$ cat src/rtl/camera_pkg.sv
// Shared types and widths for the camera frame capture block.
package camera_pkg;
  localparam int PIX_IN_W  = 12;
  localparam int PIX_OUT_W = 8;
  localparam int WORD_W    = 32;
  localparam int FIFO_W    = WORD_W + 2;

  typedef enum logic [2:0] {
    IDLE,
    WAIT_FRAME,
    CAPTURE,
    FLUSH_HOLD,
    FLUSH_PART
  } state_t;
endpackage

$ cat src/rtl/camera_word_fifo.sv
// First-word-fall-through FIFO; rd_data is zero while empty so idle outputs read as 0.
module camera_word_fifo #(
  parameter int DEPTH = 8,
  parameter int W     = 34
) (
  input  logic                     clk,
  input  logic                     reset,
  input  logic                     wr_en,
  input  logic [W-1:0]             wr_data,
  input  logic                     rd_en,
  output logic [W-1:0]             rd_data,
  output logic                     full,
  output logic                     empty,
  output logic [$clog2(DEPTH):0]   count
);
  localparam int AW = $clog2(DEPTH);

  logic [W-1:0]  mem [DEPTH];
  logic [AW-1:0] wr_ptr;
  logic [AW-1:0] rd_ptr;
  logic          do_wr;
  logic          do_rd;

  // A pop frees a slot in the same cycle, so a full FIFO still takes a write alongside a read.
  assign do_rd   = rd_en && !empty;
  assign do_wr   = wr_en && (!full || do_rd);
  assign full    = (count == (AW+1)'(DEPTH));
  assign empty   = (count == '0);
  assign rd_data = empty ? '0 : mem[rd_ptr];

  always_ff @(posedge clk) begin
    if (do_wr) mem[wr_ptr] <= wr_data;
  end

  always_ff @(posedge clk) begin
    if (reset) begin
      wr_ptr <= '0;
      rd_ptr <= '0;
      count  <= '0;
    end else begin
      if (do_wr) wr_ptr <= wr_ptr + 1'b1;
      if (do_rd) rd_ptr <= rd_ptr + 1'b1;
      case ({do_wr, do_rd})
        2'b10:   count <= count + 1'b1;
        2'b01:   count <= count - 1'b1;
        default: count <= count;
      endcase
    end
  end
endmodule

$ cat src/rtl/camera_frame_capture.sv
// Captures 8-bit pixels from a camera strobe interface and packs them four per word
// into a FWFT stream with start/end-of-frame flags.
module camera_frame_capture
  import camera_pkg::*;
#(
  parameter int FIFO_DEPTH = 8,
  parameter int CNT_W      = 12
) (
  input  logic                clk,
  input  logic                reset,
  input  logic                enable,
  input  logic                frame_valid,
  input  logic                line_valid,
  input  logic [PIX_IN_W-1:0] data,
  input  logic                overflow_clr,
  output logic [WORD_W-1:0]   out_data,
  output logic                out_sof,
  output logic                out_eof,
  output logic                out_valid,
  input  logic                out_ready,
  output logic                busy,
  output logic                overflow,
  output logic                frame_done,
  output logic [CNT_W-1:0]    last_lines,
  output logic [CNT_W-1:0]    last_line_pixels,
  output state_t              dbg_state
);
  // Stream handshake: a word transfers on a rising clk edge where out_valid && out_ready;
  // while out_valid=1 and out_ready=0 the word and its flags hold steady.
  localparam int FIFO_AW = $clog2(FIFO_DEPTH);

  state_t                 state, state_nxt;
  logic                   fv_q, lv_q;
  logic [23:0]            pack;
  logic [1:0]             pack_cnt;
  logic [WORD_W-1:0]      hold;
  logic                   hold_valid;
  logic                   sof_pending;
  logic [CNT_W-1:0]       line_cnt, pix_cnt;
  logic [PIX_OUT_W-1:0]   px;
  logic                   frame_start, pix_accept, line_start, line_end;
  logic                   fifo_wr, fifo_full, fifo_empty, ovf_set;
  logic [FIFO_W-1:0]      fifo_wdata, fifo_rdata;
  logic [FIFO_AW:0]       fifo_count_unused;

  function automatic logic [CNT_W-1:0] sat_inc(input logic [CNT_W-1:0] v);
    return (&v) ? v : v + 1'b1;
  endfunction

  assign px          = data[PIX_IN_W-1 -: PIX_OUT_W];
  // Only a fresh rising frame_valid starts capture, so a frame already under way is skipped.
  assign frame_start = (state == WAIT_FRAME) && frame_valid && !fv_q;
  assign pix_accept  = (state == CAPTURE) && frame_valid && line_valid;
  assign line_start  = pix_accept && !lv_q;
  assign line_end    = (state == CAPTURE) && lv_q && (!line_valid || !frame_valid);

  always_ff @(posedge clk) begin
    if (reset) state <= IDLE;
    else       state <= state_nxt;
  end

  always_comb begin
    state_nxt = state;
    case (state)
      IDLE:       if (enable && !frame_valid) state_nxt = WAIT_FRAME;
      WAIT_FRAME: begin
        if (frame_start)  state_nxt = CAPTURE;
        else if (!enable) state_nxt = IDLE;
      end
      CAPTURE:    if (!frame_valid) state_nxt = FLUSH_HOLD;
      FLUSH_HOLD: state_nxt = FLUSH_PART;
      FLUSH_PART: state_nxt = enable ? WAIT_FRAME : IDLE;
      default:    state_nxt = IDLE;
    endcase
  end

  always_comb begin
    fifo_wr    = 1'b0;
    fifo_wdata = {sof_pending, 1'b0, hold};
    case (state)
      CAPTURE:    fifo_wr = pix_accept && hold_valid;
      FLUSH_HOLD: begin
        fifo_wr    = hold_valid;
        fifo_wdata = {sof_pending, (pack_cnt == 2'd0), hold};
      end
      FLUSH_PART: begin
        fifo_wr    = (pack_cnt != 2'd0);
        fifo_wdata = {sof_pending, 1'b1, 8'h00, pack};
      end
      default: ;
    endcase
  end

  assign ovf_set = fifo_wr && fifo_full && !out_ready;

  always_ff @(posedge clk) begin
    if (reset) begin
      fv_q             <= 1'b0;
      lv_q             <= 1'b0;
      pack             <= '0;
      pack_cnt         <= '0;
      hold             <= '0;
      hold_valid       <= 1'b0;
      sof_pending      <= 1'b0;
      line_cnt         <= '0;
      pix_cnt          <= '0;
      last_lines       <= '0;
      last_line_pixels <= '0;
      overflow         <= 1'b0;
    end else begin
      fv_q <= frame_valid;
      lv_q <= line_valid;
      if (frame_start) begin
        pack        <= '0;
        pack_cnt    <= '0;
        hold_valid  <= 1'b0;
        sof_pending <= 1'b1;
        line_cnt    <= '0;
        pix_cnt     <= '0;
      end
      if (fifo_wr) begin
        sof_pending <= 1'b0;
        hold_valid  <= 1'b0;
      end
      if (pix_accept) begin
        // The packer is cleared on completion so a later partial word is zero-padded.
        if (pack_cnt == 2'd3) begin
          hold       <= {px, pack};
          hold_valid <= 1'b1;
          pack       <= '0;
        end else begin
          pack[8*pack_cnt +: 8] <= px;
        end
        pack_cnt <= pack_cnt + 2'd1;
        pix_cnt  <= line_start ? CNT_W'(1) : sat_inc(pix_cnt);
      end
      if (line_end) line_cnt <= sat_inc(line_cnt);
      if (state == FLUSH_HOLD) begin
        last_lines       <= line_cnt;
        last_line_pixels <= pix_cnt;
      end
      if (state == FLUSH_PART) begin
        pack       <= '0;
        pack_cnt   <= '0;
        hold_valid <= 1'b0;
      end
      if (ovf_set)           overflow <= 1'b1;
      else if (overflow_clr) overflow <= 1'b0;
    end
  end

  camera_word_fifo #(
    .DEPTH (FIFO_DEPTH),
    .W     (FIFO_W)
  ) u_fifo (
    .clk     (clk),
    .reset   (reset),
    .wr_en   (fifo_wr),
    .wr_data (fifo_wdata),
    .rd_en   (out_ready),
    .rd_data (fifo_rdata),
    .full    (fifo_full),
    .empty   (fifo_empty),
    .count   (fifo_count_unused)
  );

  assign {out_sof, out_eof, out_data} = fifo_rdata;
  assign out_valid  = !fifo_empty;
  assign busy       = (state != IDLE);
  assign frame_done = (state == FLUSH_PART);
  assign dbg_state  = state;
endmodule

$ cat config.mk
export PLATFORM = sky130hd
export DESIGN_NAME = camera_frame_capture
export DESIGN_NICKNAME = d
export VERILOG_FILES = /design/src/rtl/camera_pkg.sv /design/src/rtl/camera_word_fifo.sv /design/src/rtl/camera_frame_capture.sv
export SDC_FILE = /design/constraint.sdc
export NUM_CORES = 1
export LEC_CHECK = 0
export CORE_MARGIN = 5
export CORE_UTILIZATION = 64
export DETAILED_ROUTE_END_ITERATION = 6
export PLACE_DENSITY = 0.94
export SYNTH_ARGS = -nofsm -noshare
export SYNTH_HDL_FRONTEND = slang
export SYNTH_SLANG_ARGS = --single-unit
$ cat constraint.sdc
create_clock -name clk -period 12.6 [get_ports clk]
set_input_delay 1.89 -clock clk [delete_from_list [all_inputs] [get_ports clk]]
set_output_delay 1.89 -clock clk [all_outputs]
set_load 0.05 [all_outputs]
==> results by group <==
GRT
  • Gr ovfl total: 0
  • Vias in the first global route: 10010
  • Initial antenna violation count: 0
  • Largest net degree at the start of global routing: 69
  • First-pass GRT wire length: 56550 µm
  • All-Layer GR Usage: 0.2549

Timing
  • Final hold vios: 0
  • RSZ-0062 raised after global routing: false
  • Minimum clock period: 5.502 ns
  • FMAX: 181.8 MHz
  • Crit path setup slack, layout: 7.098 ns
  • Fin Setup TNS: 0 ns
  • Final Cycle Share: 0.4366
  • Worst Max-Slew Pin Slew: 1.312 ns
  • Final setup violation count: 0
  • Fin Clk Skew: 0.02544 ns
  • Worst hold margin: 0.4584 ns
  • Max-slew headroom: 0.1207
  • Fin. max-slew vios: 0

Die
  • Core area: 0.02496 mm²
  • Die Wd: 168.6 µm
  • Die Y-Extent: 168.6 µm
  • Die area: 0.02843 mm²
  • Initial cell density of the core: 0.6451
  • IO Pins: 84
  • Site Rows: 58

Critical path
  • Max stage delay on crit path: 0.75 ns
  • Crit Path Class: reg -> out
  • Family with the most delay on the worst path: buffers and inverters
  • Worst path arrival time: 3.61 ns
  • Worst path slowest cell: dfxtp_4
  • Worst Path Buf+Inv: 2
  • Required @ worst endpoint: 10.71 ns
  • Crit path cell chain: buf_4, mux4_2, mux2i_1, nor2_1, clkdlybuf4s50_1
  • Nature of the critical path endpoint: primary output
  • Critical path startpoint category: flop
  • CP max FO: 38

Drt
  • Pre-Repair DR Iteration Count: 5
  • Routed via count: 9817
  • DRC violations left: 0
  • Final WL: 35800 µm
  • Post-DR wirelength/cell: 23.15 µm
  • DR vias/cell: 6.350
  • 1st-iter DRT viols: 1052
  • ANT nets after route: 0

Synth
  • Synth Register Bits: 399
  • Post-Synth Simple-Gate Area: 0.1068
  • Number of synthesized flops with an enable pin: 272
  • Leading area contributor after synthesis: edfxtp_1
  • Post-Syn Nets: 1153
  • Yosys cell types: 63
  • Fraction of registers with async set/reset: 0
  • Most frequent cell after synthesis: edfxtp_1
  • Main combinational cell family by area after synthesis: multiplexers
  • Post-synthesis adder-cell area fraction: 0.007769
  • Mapped Area: 0.01610 mm²
  • Multiplexer area fraction after synthesis: 0.1364
  • Top-area cell type share of the netlist area: 0.5072
  • XOR/XNOR Fraction of Synth Area: 0.01088
  • Compound-cell area share of the yosys netlist: 0.04887
  • Register area share after synthesis: 0.6651
  • Yosys warns: 0
  • Commonest cells post-synth: edfxtp_1 (272), nand2_1 (144), dfxtp_1 (127)
  • Synthesized instance count: 1124
  • Ranking of synthesized cells by area: edfxtp_1 (51%), dfxtp_1 (16%), mux4_2 (9.5%)
  • Syn avg cell area: 14.33 µm²
  • Main synth FF type: edfxtp_1

Cells and area
  • P&R area growth vs syn: 13.80%
  • Final instance area: 0.01833 mm²
  • Nets: 1215
  • Diodes inserted: 0
  • Layout cells sized above 1: 0.1743
  • Final non-filler cell total: 1546
  • Final core utilization: 0.7341

Run
  • Count of max-cap constraint violations: 0

Placed design
  • Pre-CTS WS: 7.411 ns
  • Port buffer count: 79
  • Dpl cells: 1476
  • Placer Congestion: 0.8350
  • HPWL after detailed placement: 20370 µm
  • Placed Instance Area: 0.01710 mm²

Clock tree
  • Clock latency on the worst-skew pair: 0.53 ns
  • CTS tree: built
  • Post-CTS setup buffers: 0
  • Post-CTS sizing: 0
  • CTS root buf: clkbuf_16
  • CTS buffer count: 38
  • CTS Sinks: 399
  • Clock transition at path regs: 0.06 ns
  • CTS max path bufs: 3
  • H-tree Lvls: 2
  • Hold Buf Count CTS: 0

Pwr
  • Power per Cell Area: 166.0 mW/mm²
  • LEAKAGE: 5.780 nW
  • Power Total: 3.043 mW
  • Peak supply drop: 0.1359 mV

Worst hold path
  • Hold Path Class: reg -> reg

Outcome
  • Status: finished, final reports clean
-- registers in the layout, summed over array words and instances (netlist names), 4 cells and up, named ones only --
signal and count:
hold 32, last_line_pixels 12, last_lines 12, line_cnt 12, pack 24, pix_cnt 12, u_fifo.count 4, u_fifo.mem 272
-- report_power, final --
part / total [mW] / internal (mW) / switching (mW)
sequential: 1.41 / 1.39 / 0.0258
clock: 1.12 / 0.646 / 0.469
combinational: 0.513 / 0.216 / 0.297
-- path summary, 6_finish.rpt --
kind	start	endpoint	slack, ns	depth (start not counted)
setup / recovery	flop	out_data[0]	7.10	5
hold / removal	last_line_pixels[1]	last_line_pixels[1]	0.46	2
hold reg to reg	last_line_pixels[1]	last_line_pixels[1]	0.46	2
setup reg to reg	dbg_state[2]	u_fifo.mem[6][6]	8.82	5
-- cell families after synthesis --
logic type	Yosys count
AO/OA/AOI/OAI	123
XOR/XNOR	20
adder cells (fa/ha/maj)	10
buffers and inverters	78
flip-flops	399
multiplexers	131
AND/OR/NAND/NOR	363
-- layer usage --
metal  track usage  wire length, µm
met5             0                0
met1        0.3290            13280
met4       0.07692             1104
met2        0.4514            18660
met3       0.03877             2754
-- final cells by class --
cell class | count | area [µm²]
Inverter | 8 | 30.03
Timing Repair Buffer | 92 | 883.3
Multi-Input combinational cell | 647 | 5052
Clock buffer | 51 | 1041
Clock inverter | 19 | 190.2
Sequential cell | 399 | 10720
Fill cell | 1394 | 6638
Tap cell | 330 | 412.9
-- cell usage in the layout (no fill, tap or decap), types with 5 or more instances in the layout --
cell / Yosys / final
edfxtp_1: 272 / 272
nand2_1: 144 / 144
dfxtp_1: 127 / 124
clkdlybuf4s50_1: 0 / 78
a21oi_1: 73 / 73
nor2_1: 72 / 69
mux4_2: 68 / 68
nand3_1: 66 / 66
clkbuf_16: 0 / 39
mux2i_1: 38 / 38
mux2_2: 24 / 24
a21oi_2: 20 / 20
xnor2_1: 14 / 14
buf_4: 2 / 13
ha_1: 10 / 10
clkbuf_1: 34 / 10
nor3_1: 13 / 9
and2_1: 8 / 8
clkinv_2: 0 / 8
inv_1: 7 / 7
and3_1: 7 / 7
or3_1: 6 / 6
xor2_1: 6 / 6
nor2b_1: 5 / 5
nor3b_1: 5 / 5
nor4_1: 6 / 5
a31oi_1: 5 / 5
-- tightest hold or removal path, cell delays in order, from the launching register on --
cell and delay [ns]:
dfxtp_1 0.31, nand2_1 0.05, a21oi_1 0.05
Power figures use the tool's default switching activity.
